`src/rtl/act_unit_scheduler.sv`:
```
// Round-robin front end that time-shares one combinational activation unit
// among N_REQ requesters, with a per-requester result register held until consumed.
module act_unit_scheduler #(
  parameter int N_REQ = 4,
  parameter int IDX_W = 2,
  parameter int CNT_W = 16
) (
  input  logic                 clk,
  input  logic                 rst,
  input  logic [N_REQ-1:0]     req_valid,
  input  logic [8*N_REQ-1:0]   req_z,
  output logic [N_REQ-1:0]     req_ready,
  output logic [7:0]           act_z,
  input  logic [7:0]           act_a,
  output logic [N_REQ-1:0]     res_valid,
  output logic [8*N_REQ-1:0]   res_data,
  input  logic [N_REQ-1:0]     res_ready,
  output logic                 busy,
  output logic [CNT_W-1:0]     issue_count
);

  logic             stage_valid_reg;
  logic [IDX_W-1:0] stage_tag_reg;
  logic [7:0]       act_z_reg;
  logic [IDX_W-1:0] ptr_reg;
  logic [IDX_W-1:0] ptr_next;
  logic [N_REQ-1:0] res_valid_reg;
  logic [7:0]       res_data_reg [N_REQ];
  logic [CNT_W-1:0] issue_count_reg;

  logic [7:0]       req_z_arr [N_REQ];
  logic [N_REQ-1:0] pending;
  logic [N_REQ-1:0] eligible;
  logic             grant_any;
  logic [IDX_W-1:0] grant_idx;

  genvar gi;
  generate
    for (gi = 0; gi < N_REQ; gi++) begin : g_lane
      assign req_z_arr[gi]          = req_z[8*gi +: 8];
      assign res_data[8*gi +: 8]    = res_data_reg[gi];
      // A requester stays blocked from the grant until its result is consumed.
      assign pending[gi]  = (stage_valid_reg && (stage_tag_reg == IDX_W'(gi))) || res_valid_reg[gi];
      assign eligible[gi] = req_valid[gi] && !pending[gi];
    end
  endgenerate

  always_comb begin
    grant_any = 1'b0;
    grant_idx = '0;
    req_ready = '0;
    for (int k = 0; k < N_REQ; k++) begin
      if (!grant_any && eligible[(int'(ptr_reg) + k) % N_REQ]) begin
        grant_any = 1'b1;
        grant_idx = IDX_W'((int'(ptr_reg) + k) % N_REQ);
      end
    end
    if (grant_any && !rst) begin
      req_ready[grant_idx] = 1'b1;
    end
  end

  // Explicit wrap keeps the pointer legal for non-power-of-two N_REQ.
  assign ptr_next = (grant_idx == IDX_W'(N_REQ - 1)) ? '0 : grant_idx + 1'b1;

  always_ff @(posedge clk) begin
    if (rst) begin
      stage_valid_reg <= 1'b0;
      stage_tag_reg   <= '0;
      act_z_reg       <= '0;
      ptr_reg         <= '0;
      res_valid_reg   <= '0;
      issue_count_reg <= '0;
      for (int i = 0; i < N_REQ; i++) begin
        res_data_reg[i] <= '0;
      end
    end else begin
      stage_valid_reg <= grant_any;
      if (grant_any) begin
        stage_tag_reg <= grant_idx;
        act_z_reg     <= req_z_arr[grant_idx];
        ptr_reg       <= ptr_next;
        if (issue_count_reg != '1) begin
          issue_count_reg <= issue_count_reg + 1'b1;
        end
      end
      // Capture and consume never hit the same lane: pending blocks reissue.
      for (int i = 0; i < N_REQ; i++) begin
        if (stage_valid_reg && (stage_tag_reg == IDX_W'(i))) begin
          res_valid_reg[i] <= 1'b1;
          res_data_reg[i]  <= act_a;
        end else if (res_ready[i]) begin
          res_valid_reg[i] <= 1'b0;
        end
      end
    end
  end

  assign act_z       = act_z_reg;
  assign res_valid   = res_valid_reg;
  assign busy        = stage_valid_reg | (|res_valid_reg);
  assign issue_count = issue_count_reg;

endmodule

```
`config.mk`:
```
export PLATFORM = sky130hd
export DESIGN_NAME = act_unit_scheduler
export DESIGN_NICKNAME = d
export VERILOG_FILES = /design/src/rtl/act_unit_scheduler.sv
export SDC_FILE = /design/constraint.sdc
export NUM_CORES = 1
export LEC_CHECK = 0
export ABC_CLOCK_PERIOD_IN_PS = 4900
export CORE_MARGIN = 10
export CORE_UTILIZATION = 44
export DETAILED_ROUTE_END_ITERATION = 10
export PLACE_DENSITY = 0.79
export SLEW_MARGIN = 10
export SYNTH_ARGS = -nofsm -noshare
export SYNTH_HDL_FRONTEND = slang
export SYNTH_SLANG_ARGS = --single-unit
export TNS_END_PERCENT = 1
```
`constraint.sdc`:
```
create_clock -name clk -period 4.9 [get_ports clk]
set_input_delay 1.47 -clock clk [delete_from_list [all_inputs] [get_ports clk]]
set_output_delay 1.47 -clock clk [all_outputs]
set_load 0.005 [all_outputs]
```
==> out/results.env, run 1 <==
FINISH.UTILIZATION_PCT=67.7
TIMING.CRITICAL_PATH.REQUIRED_NS=3.43
POSTSYNTHAREAPERCELL_UM2=11.0
MAXCAPVIOLCOUNT=0
SYN_AREA_UM2=3040
CLOCK_SINKS=65
HOLD-WORST-SLACK_NS=0.516
SYNTHESIS.YOSYS.WARNINGS=0
CLOCK_LATENCY_NS=0.34
FINAL_NET_COUNT=455
CORE_AREA_UM2=6760
GRT_ANTENNA_BEFORE_REPAIR=0
WORST_EP_ARRIVAL_TIME_NS=3.36
FIN_WORST_SKEW_NS=0.00809
CTS_HOLD_BUFFERS=0
FIRST_GLOBAL_VIAS=2549
FINAL.FILL_COUNT=541
POST_DRT_WL_PER_CELL_UM=17.5
DPL_CELL_AREA_UM2=4310
VIAS=2547
DRCVIOLATIONCOUNT=0
INITIAL_CORE_UTIL_PCT=45.0
POST_ROUTE_CELLS_DRIVE_ABOVE_1_SHARE_PCT=9.63
CTS.REPORTEDPATHS.CLKPINSLEW_NS=0.07
CRITICALPATHCATEGORY='input port to output port'
POST_SYNTH_NUM_CELL_TYPES=49
DOMINANTREGCELLSYNTH='dfxtp_1'
DESIGN.DIE.AREA_UM2=10600
MAXIMUM_NUMBER_OF_PINS_ON_ONE_NET_BEFORE_GLOBAL_ROUTE_REPAIR=38
HTREE_NUM_LEVELS=3
FINALHOLDVIOLCOUNT=0
SYNTH-ASYNC-RESET-RATIO_PCT=0
LAYOUT.CELLS.MOST_COMMON_LIST='clkdlybuf4s50_1 (108), and2_1 (39), dfxtp_1 (33)'
TIMING.CRITICAL_PATH.BUF_INV=2
DETAIL-ROUTE-ANTENNA-NETS=0
POSTSYNTHCELLCOUNT=276
CRITICAL-PATH-TOP-DELAY-FAMILY='buffers and inverters'
CRITPATHLAUNCHTYPE='input port'
WORST-PATH-MAX-FANOUT=4
FINAL_DESIGN_AREA_NO_FILL_UM2=4570
DIE_W_UM=103
N_ANTENNA_CELL=0
INITIALDRTVIOLATIONCOUNT=176
FINAL-SETUP-VIOL-COUNT=0
CRITICAL_PATH.CELL_CHAIN='clkdlybuf4s50_1 > nand2b_1 > a2bb2oi_2 > or3_4 > a21o_4 > ha_1 > and2_1 > dlygate4sd2_1'
DIE_HEIGHT_UM=103
CTS-ROOT-TO-SINK-BUFFERS=2
CLOCK_TREE_ROOT_BUFFER_CELL='clkbuf_8'
CPPEAKSTAGEDELAY_NS=0.46
SYNTH.NET_COUNT=331
FIN_CRIT_SH_PCT=98.6
TOTAL_POWER_uW=1650
PEAKVDDDROP_mV=0.199
STD_CELL_ROWS=30
GLOBALROUTEOVERFLOWTOTAL=0
CLOCK_TREE_FROM_TRITONCTS='done'
DRT_FIRST_PASS_ITERS=4
GRT_UTIL_ALL_LAYERS_PCT=16.0
FIN_WORST_SETUP_SLACK_NS=0.0695
AREAGROWTHSYNTHTOFINISH_PCT=50.5
POST-ROUTE-MIN-PERIOD_NS=4.83
YS_SEQ_ELEMENTS=65
RUN_STATUS='completed'
DRV_SLEW=0
CP-END-KIND='output port'
PWR_DENSITY_CELL_nW_PER_UM2=361
TIMING.MAX_SLEW.REL_SLACK_PCT=40.7
DETAIL_ROUTED_VIA_COUNT_PER_CELL=5.25
CLOCK.FMAX_GHz=0.207
PORT_BUFFER_CELLS=114
TIGHTESTPINTRANSITION_NS=0.887
COUNT_OF_FLIP_FLOPS_WITH_A_BUILT_IN_ENABLE_AFTER_SYNTHESIS=32
GRT_PASS1_WL_MM=13.2
MIN-DELAY-PATH-CLASS='register to register'
GRT_SETUP_UNREPAIRED='false'
DESIGN.PORTCOUNT=115
FINAL_COMMON_CELL='clkdlybuf4s50_1'
DP.FINAL_HPWL_MM=6.52
YS_SEQ_AREA_SHARE_PCT=53.4
PLACE_CONGESTION=0.813
PRECTSSETUPSLACK_NS=-0.312
CTS-BUFFERS-INSERTED=9
LARGEST_REGISTER_FFS=32
P_LEAK_uW=0.00183
TIMING.CRITICAL_PATH.SLOWEST_STAGE_CELL='clkdlybuf4s50_1'
WL_MM=8.49
-- worst reg2reg max path: cells and delay by family (launching register included) --
| family | cells | cell delay (ns) |
|---|---|---|
| AO/OA/AOI/OAI | 5 | 1.06 |
| AND/OR/NAND/NOR | 1 | 0.43 |
| buffers and inverters | 1 | 0.26 |
| flip-flops | 1 | 0.41 |
-- path summary, 6_finish.rpt --
| check | endpoint | cells past startpoint | startpoint | slack, ns |
|---|---|---|---|---|
| setup / recovery | req_ready[2] | 8 | req_valid[3] | 0.07 |
| hold / removal | act_z[1]$_SDFFE_PP0P_ | 2 | act_z[1]$_SDFFE_PP0P_ | 0.52 |
| setup reg to reg | act_z[6]$_SDFFE_PP0P_ | 7 | stage_valid_reg$_SDFF_PP0_ | 2.62 |
| hold reg to reg | act_z[1]$_SDFFE_PP0P_ | 2 | act_z[1]$_SDFFE_PP0P_ | 0.52 |
-- power breakdown --
| part | total (µW) | internal [µW] | switching [µW] |
|---|---|---|---|
| clock | 514 | 292 | 222 |
| combinational | 443 | 256 | 187 |
| sequential | 692 | 640 | 52.0 |
| total | 1650 | 1190 | 462 |
-- what timing repair did --
item                                    CTS  global route
gates resized for setup                   9             8
endpoints found under the setup margin    4             4
setup buffers                             0             0
-- through the flow --
stage,cells,setup TNS [ns]
after CTS,485,-0.00300
final,485,0
after detailed placement,469,-1.05
after global routing,485,0
after floorplan,276,0
after global placement,469,-0.919
-- synth_stat cells (all sizes together), types with 3 or more instances --
library cell,instances,share of area [%]
xor2,8,2.3
and4,3,0.87
mux2i,16,5.3
clkbuf,7,0.87
edfxtp,32,32
nand2b,5,1.0
and3,4,0.82
nand3b,10,2.5
a21oi,4,0.66
a21o,5,1.5
buf,4,0.86
dfxtp,33,22
xnor2,6,1.7
and2,39,8.0
nor3b,4,0.99
ha,5,2.1
nand2,14,1.8
o221ai,8,2.3
nor2b,3,0.62
nor3,4,0.66
nand4,3,0.62
a31oi,3,0.62
nand3,6,0.99
nor2,26,3.2
-- kinds of logic (layout without fill, tap and decap cells) --
family,after synthesis,count (layout),synth area share (%)
AND/OR/NAND/NOR,132,132,25.3
multiplexers,16,16,5.27
flip-flops,65,65,53.4
XOR/XNOR,14,14,4.04
adder cells (fa/ha/maj),5,5,2.06
buffers and inverters,13,142,1.98
AO/OA/AOI/OAI,31,31,7.99
-- area by class of cell --
cell class	count	area, µm²	share of cell area [%]
sequential	65	1620	35.5
timing repair buffer	124	1220	26.7
tap	80	100	2.19
clock buffer	9	124	2.71
multi-input combinational	198	1400	30.6
clock inverter	7	101	2.22
inverter	2	7.51	0.164
-- routing by layer --
layer	vias up	share of wire [%]	GRT usage [%]
met5	-	0	0
met4	0	1.0	4.81
met3	7	13	8.24
met2	103	46	25.6
met1	1190	41	18.3
li1	1247	-	-
(Power assumes the default switching activity.)
==> inputs of run 2 (changes only) <==
--- a/config.mk
+++ b/config.mk
@@ -6,7 +6,7 @@
 export NUM_CORES = 1
 export LEC_CHECK = 0
 export ABC_CLOCK_PERIOD_IN_PS = 4900
-export CORE_MARGIN = 10
+export CORE_MARGIN = 5
 export CORE_UTILIZATION = 44
 export DETAILED_ROUTE_END_ITERATION = 10
 export PLACE_DENSITY = 0.79
==> out/results.env, run 2 (same netlist as run 1, synthesis figures left out) <==
RUN_STATUS='completed'
DESIGN.DIE.AREA_UM2=8670  # -18%
INITIALDRTVIOLATIONCOUNT=85  # -52%
FINAL_NET_COUNT=456  # +0.22%
CLOCK_SINKS=65  # unchanged
TIMING.CRITICAL_PATH.REQUIRED_NS=3.43  # about the same
FINAL.FILL_COUNT=522  # -3.5%
POST-ROUTE-MIN-PERIOD_NS=4.83  # +0.00375 ns
CLOCK_LATENCY_NS=0.34  # about the same
FIN_CRIT_SH_PCT=98.7  # about the same
CLOCK.FMAX_GHz=0.207  # about the same
FIRST_GLOBAL_VIAS=2589  # +1.6%
FINAL_DESIGN_AREA_NO_FILL_UM2=4540  # -0.77%
GRT_ANTENNA_BEFORE_REPAIR=0  # unchanged
FIN_WORST_SKEW_NS=0.00740  # -0.000697 ns
LAYOUTNONFILLERINSTCOUNT=486  # +0.21%
WORSTHOLDENDPOINT='act_z[1]$_SDFFE_PP0P_'
CLOCK_TREE_FROM_TRITONCTS='done'
N_ANTENNA_CELL=0  # unchanged
DRCVIOLATIONCOUNT=0  # unchanged
DIE_HEIGHT_UM=93.1  # -9.7%
POST_ROUTE_CELLS_DRIVE_ABOVE_1_SHARE_PCT=9.61  # -0.024 points
AREAGROWTHSYNTHTOFINISH_PCT=49.3
DPL_CELL_AREA_UM2=4310  # unchanged
BEGINNING_OF_THE_WORST_HOLD_PATH='act_z[1]$_SDFFE_PP0P_'
TOTAL_POWER_uW=1580  # -4.0%
PEAKVDDDROP_mV=0.201  # +1.3%
DIE_W_UM=93.1  # -9.7%
INITIAL_CORE_UTIL_PCT=45.0  # unchanged
TIMING.MAX_SLEW.REL_SLACK_PCT=42.8  # +2.1 points
CP-END-KIND='output port'
DETAIL_ROUTED_VIA_COUNT_PER_CELL=5.31  # +1.0%
WORST-PATH-MAX-FANOUT=4  # unchanged
DPL.CELL_COUNT=469  # unchanged
P_LEAK_uW=0.00180  # -1.5%
WORST_EP_ARRIVAL_TIME_NS=3.36  # about the same
DETAIL-ROUTE-ANTENNA-NETS=0  # unchanged
FINAL-SETUP-VIOL-COUNT=0  # unchanged
WL_MM=7.95  # -6.4%
CRITPATHLAUNCHTYPE='input port'
LARGEST_REGISTER_FFS=32  # unchanged
STD_CELL_ROWS=30  # unchanged
MAXCAPVIOLCOUNT=0  # unchanged
DESIGN.PORTCOUNT=115  # unchanged
CRIT_REG_REG_ENDPOINT='act_z[4]$_SDFFE_PP0P_'
DRT_FIRST_PASS_ITERS=4  # unchanged
PORT_BUFFER_CELLS=114  # unchanged
PWR_DENSITY_CELL_nW_PER_UM2=349  # -3.3%
CTS-BUFFERS-INSERTED=9  # unchanged
VIAS=2579  # +1.3%
TNS_NS=0  # unchanged
REG2REG_PATH_DEPTH=7  # unchanged
DP.FINAL_HPWL_MM=5.95  # -8.8%
PLACE_CONGESTION=0.801  # -1.5%
DRV_SLEW=0  # unchanged
MAXIMUM_NUMBER_OF_PINS_ON_ONE_NET_BEFORE_GLOBAL_ROUTE_REPAIR=38  # unchanged
WORSTHOLDPATHCELLS=2  # unchanged
CRITICALPATHCATEGORY='input port to output port'
HTREE_NUM_LEVELS=3  # unchanged
GLOBALROUTEOVERFLOWTOTAL=0  # unchanged
POST_DRT_WL_PER_CELL_UM=16.3  # -6.6%
REGISTER_AREA_UM2=1620  # unchanged
MIN-DELAY-PATH-CLASS='register to register'
CORE_AREA_UM2=6760  # unchanged
CTS.REPORTEDPATHS.CLKPINSLEW_NS=0.07  # about the same
CTS-ROOT-TO-SINK-BUFFERS=2  # unchanged
FINISH.UTILIZATION_PCT=67.1  # -0.52 points
TIMING.REG2REG.SETUP_SLACK_NS=2.63  # about the same
GRT_UTIL_ALL_LAYERS_PCT=18.6  # +2.5 points
GRT_PASS1_WL_MM=12.7  # -3.8%
AREA_OF_COMBINATIONAL_CELLS_WITH_MULTIPLE_INPUTS_UM2=1390  # -0.63%
CRIT_REG_REG_STARTPOINT='stage_valid_reg$_SDFF_PP0_'
FINAL_COMMON_CELL='clkdlybuf4s50_1'
TIGHTESTPINTRANSITION_NS=0.856  # -0.0313 ns
GRT_SETUP_UNREPAIRED='true'
FINALHOLDVIOLCOUNT=0  # unchanged
CLOCK_TREE_ROOT_BUFFER_CELL='clkbuf_8'
LAYOUT.CELLS.MOST_COMMON_LIST='clkdlybuf4s50_1 (109), and2_1 (39), dfxtp_1 (33)'
run 2: worst max-delay path by stage:
stage | end | start | slack (ns) | cells past startpoint
floorplan | req_ready[3] | req_valid[0] | 0.56 | 8
global placement | req_ready[1] | req_valid[1] | -0.21 | 9
detailed placement | req_ready[3] | req_valid[1] | -0.30 | 9
CTS | req_ready[0] | req_valid[1] | 0.02 | 8
global route | req_ready[3] | req_valid[0] | -0.04 | 9
finish | req_ready[3] | req_valid[0] | 0.07 | 9
run 2: final cells by class:
class	count	area share, %
timing repair buffer	125	27.0
multi-input combinational	198	30.6
clock buffer	9	2.73
sequential	65	35.7
clock inverter	7	1.54
tap	80	2.21
inverter	2	0.165
run 2: report_power, final:
group | switching [µW] | internal [µW]
combinational | 184 | 257
sequential | 51.5 | 640
clock | 216 | 234
total | 452 | 1130
run 2: per-stage QoR:
| step | hold slack, ns | setup WS [ns] |
|---|---|---|
| floorplan | 0.488 | 0.557 |
| global placement | 0.485 | -0.214 |
| detailed placement | 0.493 | -0.299 |
| CTS | 0.520 | 0.0200 |
| global route | 0.543 | -0.0365 |
| finish | 0.519 | 0.0657 |
run 2: repair_timing:
item,CTS,global route
gates cloned,0,0
setup endpoints to repair,4,4
buffers inserted,0,1
hold buffers,0,0
hold endpoints to repair,0,0
pin swaps,0,3
gates resized for setup,7,8
run 2: metal layers:
| layer | global-route usage (%) | share of wire (%) | wire length [µm] |
|---|---|---|---|
| met4 | 6.59 | 1.1 | 84 |
| met5 | 0 | 0 | 0 |
| met2 | 31.3 | 47 | 3740 |
| met1 | 22.1 | 43 | 3420 |
| met3 | 6.11 | 8.8 | 702 |
run 2: worst max-delay path, stage by stage:
cell	delay, ns
clkdlybuf4s50_1	0.42
nor4b_2	0.17
and2_1	0.16
or3_4	0.39
a21o_4	0.21
inv_2	0.07
ha_1	0.13
and2_1	0.11
dlygate4sd2_1	0.24
==> inputs of run 3 (changes only) <==
--- a/config.mk
+++ b/config.mk
@@ -5,7 +5,7 @@
 export SDC_FILE = /design/constraint.sdc
 export NUM_CORES = 1
 export LEC_CHECK = 0
-export ABC_CLOCK_PERIOD_IN_PS = 4900
+export ABC_CLOCK_PERIOD_IN_PS = 5300
 export CORE_MARGIN = 5
 export CORE_UTILIZATION = 44
 export DETAILED_ROUTE_END_ITERATION = 10
==> constraint.sdc (replaced) <==
create_clock -name clk -period 5.3 [get_ports clk]
set_input_delay 1.59 -clock clk [delete_from_list [all_inputs] [get_ports clk]]
set_output_delay 1.59 -clock clk [all_outputs]
set_load 0.005 [all_outputs]
==> out/results.env, run 3 (same netlist as run 1, synthesis figures left out) <==
RUN_STATUS='completed'
REG2REG_PATH_DEPTH=7  # unchanged
CTS-BUFFERS-INSERTED=9  # unchanged
TIGHTESTPINTRANSITION_NS=0.911  # +0.0554 ns
FINAL_NET_COUNT=452  # -0.88%
WORST_EP_ARRIVAL_TIME_NS=3.54  # +0.18 ns
DRT_FIRST_PASS_ITERS=5  # +1
AREAGROWTHSYNTHTOFINISH_PCT=49.2  # about the same
CLOCK.FMAX_GHz=0.195
INITIALDRTVIOLATIONCOUNT=143  # +68%
CRITPATHLAUNCHTYPE='input port'
DESIGN.DIE.AREA_UM2=8670  # unchanged
DESIGN.PORTCOUNT=115  # unchanged
TIMING.MAX_SLEW.REL_SLACK_PCT=39.1  # -3.7 points
LAYOUTNONFILLERINSTCOUNT=482  # -0.82%
MIN-DELAY-PATH-CLASS='register to register'
GLOBAL_ROUTE.USAGE.MET3_PCT=5.55  # -0.56 points
WORSTHOLDPATHCELLS=2  # unchanged
DRCVIOLATIONCOUNT=0  # unchanged
CLOCK_TREE_FROM_TRITONCTS='done'
MAXIMUM_NUMBER_OF_PINS_ON_ONE_NET_BEFORE_GLOBAL_ROUTE_REPAIR=38  # unchanged
POST_ROUTE_CELLS_DRIVE_ABOVE_1_SHARE_PCT=7.96  # -1.6 points
WL_MM=7.85  # -1.2%
PORT_BUFFER_CELLS=114  # unchanged
MAXCAPVIOLCOUNT=0  # unchanged
PLACE_CONGESTION=0.803  # +0.34%
GRT_PASS1_WL_MM=12.7  # +0.43%
CRITPATHLAUNCH='req_valid[1]'
BEGINNING_OF_THE_WORST_HOLD_PATH='act_z[5]$_SDFFE_PP0P_'
CORE_AREA_UM2=6760  # unchanged
GRT_ANTENNA_BEFORE_REPAIR=0  # unchanged
VIAS=2538  # -1.6%
PEAKVDDDROP_mV=0.200  # -0.56%
CTS_HOLD_BUFFERS=0  # unchanged
GRT_USE_MET1_PCT=23.4  # +1.3 points
STD_CELL_ROWS=30  # unchanged
TNS_NS=0  # unchanged
N_ANTENNA_CELL=0  # unchanged
DPL.CELL_COUNT=466  # -0.64%
CTS-ROOT-TO-SINK-BUFFERS=2  # unchanged
DP.FINAL_HPWL_MM=5.91  # -0.60%
PWR_DENSITY_CELL_nW_PER_UM2=340  # -2.7%
CRIT_REG_REG_STARTPOINT='stage_valid_reg$_SDFF_PP0_'
POST-ROUTE-MIN-PERIOD_NS=5.13
LAYOUT.CELLS.MOST_COMMON_LIST='clkdlybuf4s50_1 (110), and2_1 (38), dfxtp_1 (33)'
GRT_UTIL_ALL_LAYERS_PCT=18.6  # +0.039 points
CRITICALPATHCATEGORY='input port to output port'
DIE_HEIGHT_UM=93.1  # unchanged
FINAL.FILL_COUNT=547  # +4.8%
FIRST_GLOBAL_VIAS=2569  # -0.77%
DRV_SLEW=0  # unchanged
LARGEST_REGISTER_FFS=32  # unchanged
FIN_WORST_SKEW_NS=0.00524  # -0.00216 ns
P_LEAK_uW=0.00181  # +0.73%
DETAIL_ROUTED_VIA_COUNT_PER_CELL=5.27  # -0.77%
FIN_WORST_SETUP_SLACK_NS=0.167  # +0.101 ns
GLOBALROUTEOVERFLOWTOTAL=0  # unchanged
HOLD-WORST-SLACK_NS=0.510  # -0.00964 ns
FINAL-SETUP-VIOL-COUNT=0  # unchanged
GRT_SETUP_UNREPAIRED='false'
CLOCK_LATENCY_NS=0.33  # about the same
INITIAL_CORE_UTIL_PCT=45.0  # unchanged
CP-END-KIND='output port'
FINALHOLDVIOLCOUNT=0  # unchanged
CLOCK_SINKS=65  # unchanged
CTS.REPORTEDPATHS.CLKPINSLEW_NS=0.07  # about the same
TOTAL_POWER_uW=1540  # -2.8%
GRT.MET2_USAGE_PCT=30.4  # -0.90 points
TIMING.CRITICAL_PATH.REQUIRED_NS=3.71  # +0.28 ns
DETAIL-ROUTE-ANTENNA-NETS=0  # unchanged
GRT_BUSIEST_LAYER='met2'
CLOCK_TREE_ROOT_BUFFER_CELL='clkbuf_8'
WORST-PATH-MAX-FANOUT=4  # unchanged
POST_DRT_WL_PER_CELL_UM=16.3  # -0.34%
FIN_CRIT_SH_PCT=96.9
FINAL_COMMON_CELL='clkdlybuf4s50_1'
DIE_W_UM=93.1  # unchanged
PRECTSSETUPSLACK_NS=-0.145  # +0.155 ns
HTREE_NUM_LEVELS=3  # unchanged
run 3: layout make-up:
class                   instances  area [µm²]  share of cell area [%]
repair buffers                121        1190                    26.3
multi-input cells             198        1370                    30.2
well taps                      80         100                    2.21
clock buffers                   9         124                    2.73
inverters                       2        7.51                   0.166
clock inverters                 7         118                    2.59
flip-flops and latches         65        1620                    35.8
run 3: power breakdown:
part	switching, µW	internal [µW]	total [µW]
sequential	44.8	592	637
clock	195	312	507
combinational	167	228	395
total	407	1130	1540
run 3: worst paths after layout:
path	slack (ns)	end
worst max-delay path	0.17	req_ready[1]
worst min-delay path	0.51	act_z[5]$_SDFFE_PP0P_
worst max register to register	3.05	act_z[6]$_SDFFE_PP0P_
worst min register to register	0.51	act_z[5]$_SDFFE_PP0P_
run 3: repair_timing:
item | 4_1_cts | 5_1_grt
buffers inserted | 0 | 0
setup endpoints to repair | 4 | 1
gates resized for setup | 5 | 1
run 3: per-layer routing:
layer / vias up / share of wire [%]
met4: 0 / 0.28
met3: 2 / 8.3
met5: - / 0
met1: 1200 / 44
li1: 1232 / -
met2: 104 / 47
run 3: critical path, cell delays in order:
cell,delay [ns]
clkdlybuf4s50_1,0.43
nor2b_4,0.15
a2111oi_0,0.43
or3_4,0.21
a21o_4,0.11
inv_2,0.05
ha_1,0.18
and2_1,0.13
dlygate4sd2_1,0.26
run 3: stage by stage:
step / area (µm²) / util, %
after floorplan: 3040 / -
after global placement: 4290 / 63.4
after detailed placement: 4290 / 63.4
after CTS: 4530 / 67.1
after global routing: 4530 / 67.1
final: 4530 / 67.1
